[config.mk]
export PLATFORM = sky130hd
export DESIGN_NAME = dm9000a_reader_flat
export DESIGN_NICKNAME = d
export VERILOG_FILES = /design/src/rtl/dm9000a_reader_pkg.sv /design/src/rtl/dm9000a_reader_if.sv /design/src/rtl/dm9000a_phase_timer.sv /design/src/rtl/dm9000a_reader.sv /design/src/flat_wrapper.sv
export SDC_FILE = /design/constraint.sdc
export NUM_CORES = 1
export LEC_CHECK = 0
export ABC_CLOCK_PERIOD_IN_PS = 3150
export BUFFER_PORTS_ARGS = -buffer_cell sky130_fd_sc_hd__buf_4
export CAP_MARGIN = 20
export CORE_ASPECT_RATIO = 0.7
export CORE_MARGIN = 4
export CORE_UTILIZATION = 52
export CTS_CLUSTER_SIZE = 16
export DETAILED_ROUTE_END_ITERATION = 16
export GPL_TIMING_DRIVEN = 0
export PLACE_DENSITY = 0.8
export SLEW_MARGIN = 15
export SYNTH_ARGS = -nofsm -noshare
export SYNTH_HDL_FRONTEND = slang
export SYNTH_SLANG_ARGS = --single-unit
[constraint.sdc]
create_clock -name clk100 -period 3.15 [get_ports clk100]
set_clock_uncertainty 0.05 [all_clocks]
set_input_delay 0.63 -clock clk100 [delete_from_list [all_inputs] [get_ports clk100]]
set_output_delay 0.63 -clock clk100 [all_outputs]
set_load 0.1 [all_outputs]
[src/rtl/dm9000a_reader_pkg.sv]
// Shared definitions for the DM9000A host read engine: register indices,
// bus-timing defaults, FSM state encoding and the registered bus-drive payload.
package dm9000a_reader_pkg;

  localparam logic [7:0] REG_NSR    = 8'h01;
  localparam logic [7:0] REG_MRCMDX = 8'hF0;
  localparam logic [7:0] REG_MRCMD  = 8'hF2;
  localparam logic [7:0] REG_ISR    = 8'hFE;

  localparam int unsigned DEF_SETUP_CYC = 1;
  localparam int unsigned DEF_PULSE_CYC = 2;
  localparam int unsigned DEF_HOLD_CYC  = 1;
  localparam int unsigned DEF_GAP_CYC   = 2;
  localparam int unsigned DEF_LEN_W     = 11;

  localparam int unsigned TMR_W  = 8;
  localparam int unsigned WORD_W = 16;

  typedef enum logic [3:0] {
    ST_IDLE     = 4'd0,
    ST_IX_SETUP = 4'd1,
    ST_IX_PULSE = 4'd2,
    ST_IX_HOLD  = 4'd3,
    ST_GAP      = 4'd4,
    ST_RD_SETUP = 4'd5,
    ST_RD_PULSE = 4'd6,
    ST_RD_HOLD  = 4'd7,
    ST_WAIT_OUT = 4'd8
  } dm9000a_rd_state_t;

  // Everything driven toward the ENET_* pins, registered as one word
  typedef struct packed {
    logic              cs_n;
    logic              cmd;
    logic              wr_n;
    logic              rd_n;
    logic              oe;
    logic [WORD_W-1:0] data;
  } enet_drive_t;

  localparam enet_drive_t DRV_IDLE = '{cs_n: 1'b1, cmd: 1'b0, wr_n: 1'b1,
                                       rd_n: 1'b1, oe: 1'b0, data: '0};

  // A phase of N cycles loads N-1 so done is seen on its last cycle
  function automatic logic [TMR_W-1:0] phase_load(input int unsigned cyc);
    return (cyc == 0) ? '0 : TMR_W'(cyc - 1);
  endfunction

endpackage

[src/rtl/dm9000a_reader_if.sv]
// Request and read-word stream between packet/register logic and the read engine.
interface dm9000a_reader_if #(
  parameter int unsigned LEN_W = 11
);
  logic             req_valid;
  logic             req_ready;
  logic [7:0]       req_index;
  logic [LEN_W-1:0] req_len;
  logic             out_valid;
  logic             out_ready;
  logic [15:0]      out_data;
  logic             out_last;

  modport master (
    output req_valid, req_index, req_len, out_ready,
    input  req_ready, out_valid, out_data, out_last
  );

  modport slave (
    input  req_valid, req_index, req_len, out_ready,
    output req_ready, out_valid, out_data, out_last
  );
endinterface

[src/rtl/dm9000a_phase_timer.sv]
// Loadable down-counter timing each bus phase; done_c is high once the count is 0.
module dm9000a_phase_timer
  import dm9000a_reader_pkg::*;
(
  input  logic             clk100,
  input  logic             rst,
  input  logic             load,
  input  logic [TMR_W-1:0] load_val,
  output logic             done_c
);

  logic [TMR_W-1:0] cnt_q;

  // Saturating count; never wraps below zero
  always_ff @(posedge clk100) begin
    if (rst) begin
      cnt_q <= '0;
    end else if (load) begin
      cnt_q <= load_val;
    end else if (cnt_q != '0) begin
      cnt_q <= cnt_q - TMR_W'(1);
    end
  end

  assign done_c = (cnt_q == '0);

endmodule

[src/rtl/dm9000a_reader.sv]
// DM9000A read engine: one index-write cycle then 1..N data-read cycles,
// streaming each word out with valid/ready and a last flag.
module dm9000a_reader
  import dm9000a_reader_pkg::*;
#(
  parameter int unsigned SETUP_CYC = DEF_SETUP_CYC,
  parameter int unsigned PULSE_CYC = DEF_PULSE_CYC,
  parameter int unsigned HOLD_CYC  = DEF_HOLD_CYC,
  parameter int unsigned GAP_CYC   = DEF_GAP_CYC,
  parameter int unsigned LEN_W     = DEF_LEN_W
) (
  input  logic                clk100,
  input  logic                rst,
  dm9000a_reader_if.slave     host,
  output logic                enet_cs_n,
  output logic                enet_cmd,
  output logic                enet_wr_n,
  output logic                enet_rd_n,
  output logic [WORD_W-1:0]   data_o,
  output logic                data_oe,
  input  logic [WORD_W-1:0]   data_i,
  input  logic                irq_i,
  output logic                irq_o
);

  localparam logic [3:0] IDLE     = 4'(ST_IDLE);
  localparam logic [3:0] IX_SETUP = 4'(ST_IX_SETUP);
  localparam logic [3:0] IX_PULSE = 4'(ST_IX_PULSE);
  localparam logic [3:0] IX_HOLD  = 4'(ST_IX_HOLD);
  localparam logic [3:0] GAP      = 4'(ST_GAP);
  localparam logic [3:0] RD_SETUP = 4'(ST_RD_SETUP);
  localparam logic [3:0] RD_PULSE = 4'(ST_RD_PULSE);
  localparam logic [3:0] RD_HOLD  = 4'(ST_RD_HOLD);
  localparam logic [3:0] WAIT_OUT = 4'(ST_WAIT_OUT);

  logic [3:0]        state_q, state_nxt;
  enet_drive_t       drv_q, drv_nxt;
  logic [7:0]        idx_q, idx_src_c;
  logic [LEN_W-1:0]  words_q;
  logic              req_ready_q, out_valid_q, out_last_q;
  logic [WORD_W-1:0] out_data_q;
  logic              irq_meta_q, irq_q;
  logic              tmr_load_c, tmr_done_c;
  logic [TMR_W-1:0]  tmr_val_c;
  logic              accept_c, consume_c, capture_c;

  function automatic int unsigned phase_cyc(input logic [3:0] st);
    case (st)
      IX_SETUP, RD_SETUP: phase_cyc = SETUP_CYC;
      IX_PULSE, RD_PULSE: phase_cyc = PULSE_CYC;
      IX_HOLD,  RD_HOLD:  phase_cyc = HOLD_CYC;
      GAP:                phase_cyc = GAP_CYC;
      default:            phase_cyc = 0;
    endcase
  endfunction

  assign accept_c  = (state_q == IDLE) && host.req_valid && req_ready_q;
  assign consume_c = out_valid_q && host.out_ready;
  assign capture_c = (state_q == RD_PULSE) && tmr_done_c;
  assign idx_src_c = (state_q == IDLE) ? host.req_index : idx_q;

  dm9000a_phase_timer u_timer (
    .clk100   (clk100),
    .rst      (rst),
    .load     (tmr_load_c),
    .load_val (tmr_val_c),
    .done_c   (tmr_done_c)
  );

  // Next state, phase-timer reload and next bus drive (decoded from next state)
  always_comb begin
    state_nxt  = state_q;
    drv_nxt    = DRV_IDLE;
    tmr_load_c = 1'b0;
    tmr_val_c  = '0;

    case (state_q)
      IDLE:     if (accept_c)   state_nxt = IX_SETUP;
      IX_SETUP: if (tmr_done_c) state_nxt = IX_PULSE;
      IX_PULSE: if (tmr_done_c) state_nxt = IX_HOLD;
      IX_HOLD:  if (tmr_done_c) state_nxt = GAP;
      GAP:      if (tmr_done_c) state_nxt = (words_q == '0) ? IDLE : RD_SETUP;
      RD_SETUP: if (tmr_done_c) state_nxt = RD_PULSE;
      RD_PULSE: if (tmr_done_c) state_nxt = RD_HOLD;
      RD_HOLD:  if (tmr_done_c) state_nxt = (out_valid_q && !host.out_ready) ? WAIT_OUT : GAP;
      WAIT_OUT: if (host.out_ready) state_nxt = GAP;
      default:  state_nxt = IDLE;
    endcase

    if (state_nxt != state_q) begin
      tmr_load_c = 1'b1;
      tmr_val_c  = phase_load(phase_cyc(state_nxt));
    end

    case (state_nxt)
      IX_SETUP, IX_PULSE, IX_HOLD: begin
        drv_nxt.cs_n = 1'b0;
        drv_nxt.oe   = 1'b1;
        drv_nxt.data = {8'h00, idx_src_c};
        drv_nxt.wr_n = (state_nxt != IX_PULSE);
      end
      RD_SETUP, RD_PULSE, RD_HOLD: begin
        drv_nxt.cs_n = 1'b0;
        drv_nxt.cmd  = 1'b1;
        drv_nxt.rd_n = (state_nxt != RD_PULSE);
      end
      default: ;
    endcase
  end

  always_ff @(posedge clk100) begin
    if (rst) begin
      state_q     <= IDLE;
      drv_q       <= DRV_IDLE;
      req_ready_q <= 1'b0;
      out_valid_q <= 1'b0;
      out_last_q  <= 1'b0;
      out_data_q  <= '0;
      words_q     <= '0;
      idx_q       <= '0;
      irq_meta_q  <= 1'b0;
      irq_q       <= 1'b0;
    end else begin
      state_q     <= state_nxt;
      drv_q       <= drv_nxt;
      req_ready_q <= (state_nxt == IDLE);
      irq_meta_q  <= irq_i;
      irq_q       <= irq_meta_q;

      // A zero length is read as a single word
      if (accept_c) begin
        idx_q   <= host.req_index;
        words_q <= (host.req_len == '0) ? LEN_W'(1) : host.req_len;
      end else if (consume_c && words_q != '0) begin
        words_q <= words_q - LEN_W'(1);
      end

      if (capture_c) begin
        out_data_q  <= data_i;
        out_valid_q <= 1'b1;
        out_last_q  <= (words_q == LEN_W'(1));
      end else if (consume_c) begin
        out_valid_q <= 1'b0;
        out_last_q  <= 1'b0;
      end
    end
  end

  assign enet_cs_n      = drv_q.cs_n;
  assign enet_cmd       = drv_q.cmd;
  assign enet_wr_n      = drv_q.wr_n;
  assign enet_rd_n      = drv_q.rd_n;
  assign data_oe        = drv_q.oe;
  assign data_o         = drv_q.data;
  assign irq_o          = irq_q;
  assign host.req_ready = req_ready_q;
  assign host.out_valid = out_valid_q;
  assign host.out_data  = out_data_q;
  assign host.out_last  = out_last_q;

endmodule

[src/flat_wrapper.sv]
// flat-port wrapper written by rule: the top's interface ports become plain ports
module dm9000a_reader_flat import dm9000a_reader_pkg::*;
#(
  parameter int unsigned SETUP_CYC = DEF_SETUP_CYC,
  parameter int unsigned PULSE_CYC = DEF_PULSE_CYC,
  parameter int unsigned HOLD_CYC  = DEF_HOLD_CYC,
  parameter int unsigned GAP_CYC   = DEF_GAP_CYC,
  parameter int unsigned LEN_W     = DEF_LEN_W
)
  (clk100, rst, enet_cs_n, enet_cmd, enet_wr_n, enet_rd_n, data_o, data_oe, data_i, irq_i, irq_o, host_req_valid, host_req_index, host_req_len, host_out_ready, host_req_ready, host_out_valid, host_out_data, host_out_last);
  dm9000a_reader_if #(.LEN_W(LEN_W)) host_i ();
  input  logic clk100;
  input  logic rst;
  output logic enet_cs_n;
  output logic enet_cmd;
  output logic enet_wr_n;
  output logic enet_rd_n;
  output logic [WORD_W-1:0] data_o;
  output logic data_oe;
  input  logic [WORD_W-1:0] data_i;
  input  logic irq_i;
  output logic irq_o;
  input wire logic [$bits(host_i.req_valid)-1:0] host_req_valid;
  input wire logic [$bits(host_i.req_index)-1:0] host_req_index;
  input wire logic [$bits(host_i.req_len)-1:0] host_req_len;
  input wire logic [$bits(host_i.out_ready)-1:0] host_out_ready;
  output wire logic [$bits(host_i.req_ready)-1:0] host_req_ready;
  output wire logic [$bits(host_i.out_valid)-1:0] host_out_valid;
  output wire logic [$bits(host_i.out_data)-1:0] host_out_data;
  output wire logic [$bits(host_i.out_last)-1:0] host_out_last;
  assign host_i.req_valid = host_req_valid;
  assign host_i.req_index = host_req_index;
  assign host_i.req_len = host_req_len;
  assign host_i.out_ready = host_out_ready;
  assign host_req_ready = host_i.req_ready;
  assign host_out_valid = host_i.out_valid;
  assign host_out_data = host_i.out_data;
  assign host_out_last = host_i.out_last;
  dm9000a_reader #(.SETUP_CYC(SETUP_CYC), .PULSE_CYC(PULSE_CYC), .HOLD_CYC(HOLD_CYC), .GAP_CYC(GAP_CYC), .LEN_W(LEN_W)) u_core (.clk100(clk100), .rst(rst), .host(host_i), .enet_cs_n(enet_cs_n), .enet_cmd(enet_cmd), .enet_wr_n(enet_wr_n), .enet_rd_n(enet_rd_n), .data_o(data_o), .data_oe(data_oe), .data_i(data_i), .irq_i(irq_i), .irq_o(irq_o));
endmodule
==> results.ini, run 1 <==
[place]
dp_hpwl_um=5270
numPortBuffers=72
gp_congestion=0.947
place_ws_ns=0.601
place_area_sq_um=3530

[critical_path]
critical_path_class=reg -> reg
worstPathCellList=inv_1 -> ha_1 -> nor4b_2 -> and3_1 -> nand3_1 -> clkbuf_1 -> nand2_1 -> a21oi_1
crit_path_start_kind=flop
cp_slowest_stage_delay_ns=0.43
end_kind=flop
crit_family=simple AND/OR/NAND/NOR gates
timing.critical_path.fanout_max=10
slowest_stage=nor4b_2
required_ns=3.30
arrival_ns=2.73
cp.depth=8
critPathBufInv=2
worstRegToRegCells=8

[power]
p_leak_nw=1.59
switching_share=0.410
p_seq_frac=0.322
internal-power_w=0.00195
ir_drop_v=0.000526
share_comb_of_total_power=0.414
total_power_w=0.00329
pwr-share-clk=0.264
switchingPower_w=0.00135
powerDensity_nw_per_um2=873

[timing]
fin_setup_tns_ns=0
fmax_mhz=388
min_period_over_period=0.817
drv_slew=0
period_needed_ns=2.57
hold_violations=0
tightestPinTransition_ns=0.803
finalSetupViolations=0
whs_ns=0.404
slew_headroom=0.465
rsz0062_at_grt=false
setup_slack_ns=0.575

[cells_and_area]
drive_above_1_share=0.260
final_area_sq_um=3770
area_delta_synth_final_pct=31.3
diodes=0
layout.nets=473

[logic_synthesis]
synth_async_sr_flop_share=0
ys_ff_latch=65
ys_warn_count=0
synthFlopType=dfxtp_1
synth_cells=340
synth_edf_count=0
synth_area_per_cell_sq_um=8.45
yosysSeqAreaShare=0.453
syn_area_sq_um=2870
synthDistinctLibCells=56

[global_route]
grt_pass1_wl_um=11500
antenna_found_initial=0
grt_pass1_vias=2405
grtUsageTotal=0.209
grt_max_degree=12
overflow=0

[die]
coreArea_sq_um=5290
dieArea_sq_um=6800
die_x_um=96.9
fp.dieH_um=70.2
rows=22
io_pins=81
initial_core_util=0.544

[status]
status=finished clean

[drt]
vias=2677
ant_nets=0
drt_iter0_markers=139
via_per_inst=5.28
routedWlPerCell_um=14.1
drt_pass1_iterations=4
drcViolationCount=0
routed_wl_um=7130

[hold_path]
holdCritPathClass=reg -> reg
hold_depth=2

[cts]
numClockSinks=65
cts_tree=yes
cts-htree-levels=3
clk_path_buf_depth=2
cts_setup_buffers=0
clk-insertion-delay-late_ns=0.34
post_cts_resized=0
path_clk_slew_ns=0.07
cts_made_buffers=9
holdBufCountCts=0
clockRootBuffer=clkbuf_8

[run]
maxCapViolCount=0

[area by class of cell]
| cell class | count | area [sq um] |
|---|---|---|
| buffer | 24 | 133 |
| clock buffer | 12 | 145 |
| clock inverter | 4 | 98.8 |
| fill | 437 | 1510 |
| inverter | 8 | 30.0 |
| multi-input combinational | 250 | 1440 |
| sequential | 65 | 1300 |
| tap | 72 | 90.1 |
| timing repair buffer | 72 | 541 |
[final timing paths]
| path | end | slack [ns] | from |
|---|---|---|---|
| setup / recovery | u_core.host.out_data[9]$_SDFFE_PP0P_ | 0.58 | u_core.u_timer.cnt_q[0]$_SDFFE_PP0P_ |
| hold reg to reg | u_core.idx_q[0]$_SDFFE_PP0P_ | 0.40 | u_core.idx_q[0]$_SDFFE_PP0P_ |
| setup reg to reg | u_core.host.out_data[9]$_SDFFE_PP0P_ | 0.58 | u_core.u_timer.cnt_q[0]$_SDFFE_PP0P_ |
| hold / removal | u_core.idx_q[0]$_SDFFE_PP0P_ | 0.40 | u_core.idx_q[0]$_SDFFE_PP0P_ |
[cell families after synthesis]
kind of cell,synth area share
buf+inv,0.0566
compound gates,0.158
other cells,0.00130
flops,0.453
xor+xnor,0.0366
fa+ha+maj,0.0131
mux,0.0318
simple gates,0.250
[synth_stat cells, types with 5 or more instances]
| cell | count | area share |
|---|---|---|
| o21ai_0 | 5 | 0.0087 |
| clkbuf_1 | 10 | 0.013 |
| nor2b_1 | 5 | 0.011 |
| mux2i_1 | 8 | 0.028 |
| inv_1 | 7 | 0.0091 |
| buf_4 | 10 | 0.026 |
| nor3_1 | 8 | 0.014 |
| nand2_1 | 60 | 0.078 |
| nand3_1 | 6 | 0.010 |
| a211oi_1 | 8 | 0.021 |
| dfxtp_1 | 65 | 0.45 |
| a21oi_1 | 31 | 0.054 |
| nor2_1 | 38 | 0.050 |
| xnor2_1 | 8 | 0.024 |
| nor4_1 | 6 | 0.013 |
[power by group through the flow]
stage                     Combinational (W)  Clock, W  Sequential [W]
after CTS                           0.00137  0.000877         0.00106
after detailed placement            0.00136         0         0.00108
after global placement              0.00133         0         0.00107
after global routing                0.00148  0.000912         0.00108
final                               0.00137  0.000870         0.00106
after floorplan                    0.000726         0         0.00142
[sequential cells by signal, summed over array words and instances, names as in the netlist, 4 cells and up]
name / cells
u_core.host.out_data: 16
u_core.words_q: 11
u_core.data_o: 8
u_core.idx_q: 8
u_core.u_timer.cnt_q: 8
u_core.state_q: 4
[routing by layer]
layer | track usage | routed length [um] | part of all wire | vias to the layer above
met3 | 0.0669 | 534 | 0.075 | 16
li1 | - | - | - | 1344
met2 | 0.319 | 3190 | 0.45 | 92
met4 | 0.0841 | 136 | 0.019 | 0
met1 | 0.274 | 3280 | 0.46 | 1225
met5 | 0 | 0 | 0 | -
[cell usage in the layout (no fill, tap or decap), types with 6 or more instances in the layout]
master	instances
nand3_1	6
a211oi_1	8
nor2_1	38
clkbuf_8	10
nand2_1	60
dfxtp_1	65
a21oi_1	31
nor4_1	6
nor3_1	8
clkbuf_1	12
conb_1	8
xnor2_1	8
mux2i_1	8
buf_4	82
inv_1	7
[worst register-to-register path, stage by stage, from the launching register on]
cell	delay, ns
dfxtp_1	0.34
inv_1	0.08
ha_1	0.23
nor4b_2	0.44
and3_1	0.31
nand3_1	0.40
clkbuf_1	0.38
nand2_1	0.15
a21oi_1	0.08
[stage by stage]
step | instances | utilization
final | 507 | 0.714
after CTS | 507 | 0.714
after global placement | 491 | 0.668
after detailed placement | 491 | 0.668
after floorplan | 347 | -
after global routing | 507 | 0.714
(Power assumes the default switching activity.)
==> run 2: changes to the inputs <==
- ABC_CLOCK_PERIOD_IN_PS: 3150 -> 2100
- CORE_UTILIZATION: 52 -> 47
- PLACE_DENSITY: 0.8 -> 0.76
- clock period: 3.15 -> 2.1 ns (I/O delays scaled with it)
==> run 2 against run 1 <==
Compared with the run above: utilization down 1.3 points; count of clock-buffer cells in the layout down 3; highest routed layer unchanged; the run now ends with negative setup slack left; critical path type unchanged; non-clock buffer count up 12; setup slack worse by 0.78 ns.
==> results.ini, run 2 (synthesis gave the netlist of run 1 again) <==
[timing]
min_period_over_period=1.10
setup_slack_ns=-0.203
hold_violations=0
slew_headroom=0.487
period_needed_ns=2.30
finalSetupViolations=22
fmax_mhz=434
rsz0062_at_grt=true
drv_slew=0
fin_setup_tns_ns=-2.15
tightestPinTransition_ns=0.770

[critical_path]
r2r_setup_slack_ns=-0.20
startpoint=u_core.u_timer.cnt_q[1]$_SDFFE_PP0P_
crit_end=u_core.u_timer.cnt_q[0]$_SDFFE_PP0P_
end_kind=flop
required_ns=2.29
r2r_start=u_core.u_timer.cnt_q[1]$_SDFFE_PP0P_
crit_path_start_kind=flop
timing.critical_path.fanout_max=6
slowest_stage=or4b_4
arrival_ns=2.49
worstRegToRegCells=8
rr_endpoint=u_core.u_timer.cnt_q[0]$_SDFFE_PP0P_
critical_path_class=reg -> reg
cp_slowest_stage_delay_ns=0.51
worstPathCellList=inv_2 -> ha_4 -> or4b_4 -> o311ai_2 -> o311a_1 -> a21boi_1 -> o21ai_1 -> mux2_4

[cells_and_area]
fillers=438
multi_input_area_sq_um=1650
drive_above_1_share=0.379
layout.nets=486
layout_commonest_cell=buf_4
largest_reg_flops=16
final_cell_mix=93 x buf_4, 60 x nand2_1, 60 x dfxtp_1, 34 x nor2_1, 28 x a21oi_1
seq_area_sq_um=1310
diodes=0
utilization=0.701
area_delta_synth_final_pct=41.9
final_area_sq_um=4080

[global_route]
antenna_found_initial=0
grt_pass1_wl_um=12200
grt_max_degree=14
grtUsageTotal=0.212
grt_pass1_vias=2537
overflow=0

[die]
initial_core_util=0.494
io_pins=81
coreArea_sq_um=5810
die_x_um=101
rows=23
fp.dieH_um=73.4
dieArea_sq_um=7450

[cts]
cts_made_buffers=9
cts-htree-levels=3
clockRootBuffer=clkbuf_8
clk-insertion-delay-late_ns=0.35
cts_tree=yes
path_clk_slew_ns=0.08
holdBufCountCts=0
numClockSinks=65
clk_path_buf_depth=2

[place]
dp_hpwl_um=5230
place_area_sq_um=3550
numPortBuffers=72
gp_congestion=0.845
place_ws_ns=-0.264

[drt]
drt_pass1_iterations=5
via_per_inst=5.37
vias=2810
ant_nets=0
drt_iter0_markers=164
drcViolationCount=0
routedWlPerCell_um=15.1
routed_wl_um=7910

[status]
status=finished, violations left
violations=negative setup slack

[power]
powerDensity_nw_per_um2=1290
pwr-share-clk=0.208
switching_share=0.446
ir_drop_v=0.000778
p_seq_frac=0.311
switchingPower_w=0.00235
p_leak_nw=1.69
internal-power_w=0.00292
share_comb_of_total_power=0.481

[hold_path]
holdCritPathClass=in -> reg

[run]
maxCapViolCount=0

==> run 2: worst min path at each step <==
stage | slack [ns] | start | cells past startpoint | to
6_report | 0.23 | irq_i | 2 | u_core.irq_meta_q$_SDFF_PP0_
5_1_grt | 0.25 | data_i[7] | 3 | u_core.host.out_data[7]$_SDFFE_PP0P_
4_1_cts | 0.22 | irq_i | 2 | u_core.irq_meta_q$_SDFF_PP0_
3_5_place_dp | 0.40 | u_core.idx_q[3]$_SDFFE_PP0P_ | 2 | u_core.idx_q[3]$_SDFFE_PP0P_
3_3_place_gp | 0.39 | u_core.idx_q[4]$_SDFFE_PP0P_ | 2 | u_core.idx_q[4]$_SDFFE_PP0P_
2_1_floorplan | 0.36 | u_core.irq_meta_q$_SDFF_PP0_ | 1 | u_core.irq_o$_SDFF_PP0_
==> run 2: power by group through the flow <==
stage          combinational, W  clock [W]  sequential, W
6_report                0.00253    0.00110        0.00164
3_3_place_gp            0.00203          0        0.00162
2_1_floorplan           0.00111          0        0.00213
4_1_cts                 0.00233    0.00111        0.00163
3_5_place_dp            0.00206          0        0.00163
5_1_grt                 0.00270    0.00116        0.00167
==> run 2: stage by stage <==
stage               hold WS (ns)  total power, W  cells
global route               0.251         0.00553    523
CTS                        0.216         0.00507    519
finish                     0.227         0.00527    523
global placement           0.391         0.00365    494
detailed placement         0.397         0.00369    494
floorplan                  0.364         0.00324    347
==> run 2: final cells by class <==
cell class	instances	share of cell area
multi-input combinational	251	0.404
clock inverter	7	0.0196
clock buffer	9	0.0304
buffer	21	0.0307
tap	75	0.0230
inverter	8	0.00736
sequential	65	0.321
timing repair buffer	87	0.164
==> run 2: worst max-delay path, delay by kind of cell, from the launching register on <==
| family | cells | cell delay, ns |
|---|---|---|
| mux | 1 | 0.32 |
| fa+ha+maj | 1 | 0.14 |
| simple gates | 1 | 0.51 |
| buf+inv | 1 | 0.06 |
| compound gates | 4 | 0.78 |
| flops | 1 | 0.33 |
==> run 2: timing repair <==
action / 4_1_cts / 5_1_grt
gates resized for setup: 24 / 32
cloned: 1 / 0
pin swaps: 12 / 11
setup buffers: 10 / 6
endpoints found under the setup margin: 45 / 53
==> run 2: per-layer routing <==
layer  global-route usage  part of all wire  up-vias
met3               0.0721             0.079       11
met5                    0                 0        -
met4               0.0693             0.015        0
met1                0.279              0.43     1329
li1                     -                 -     1377
met2                0.329              0.47       93
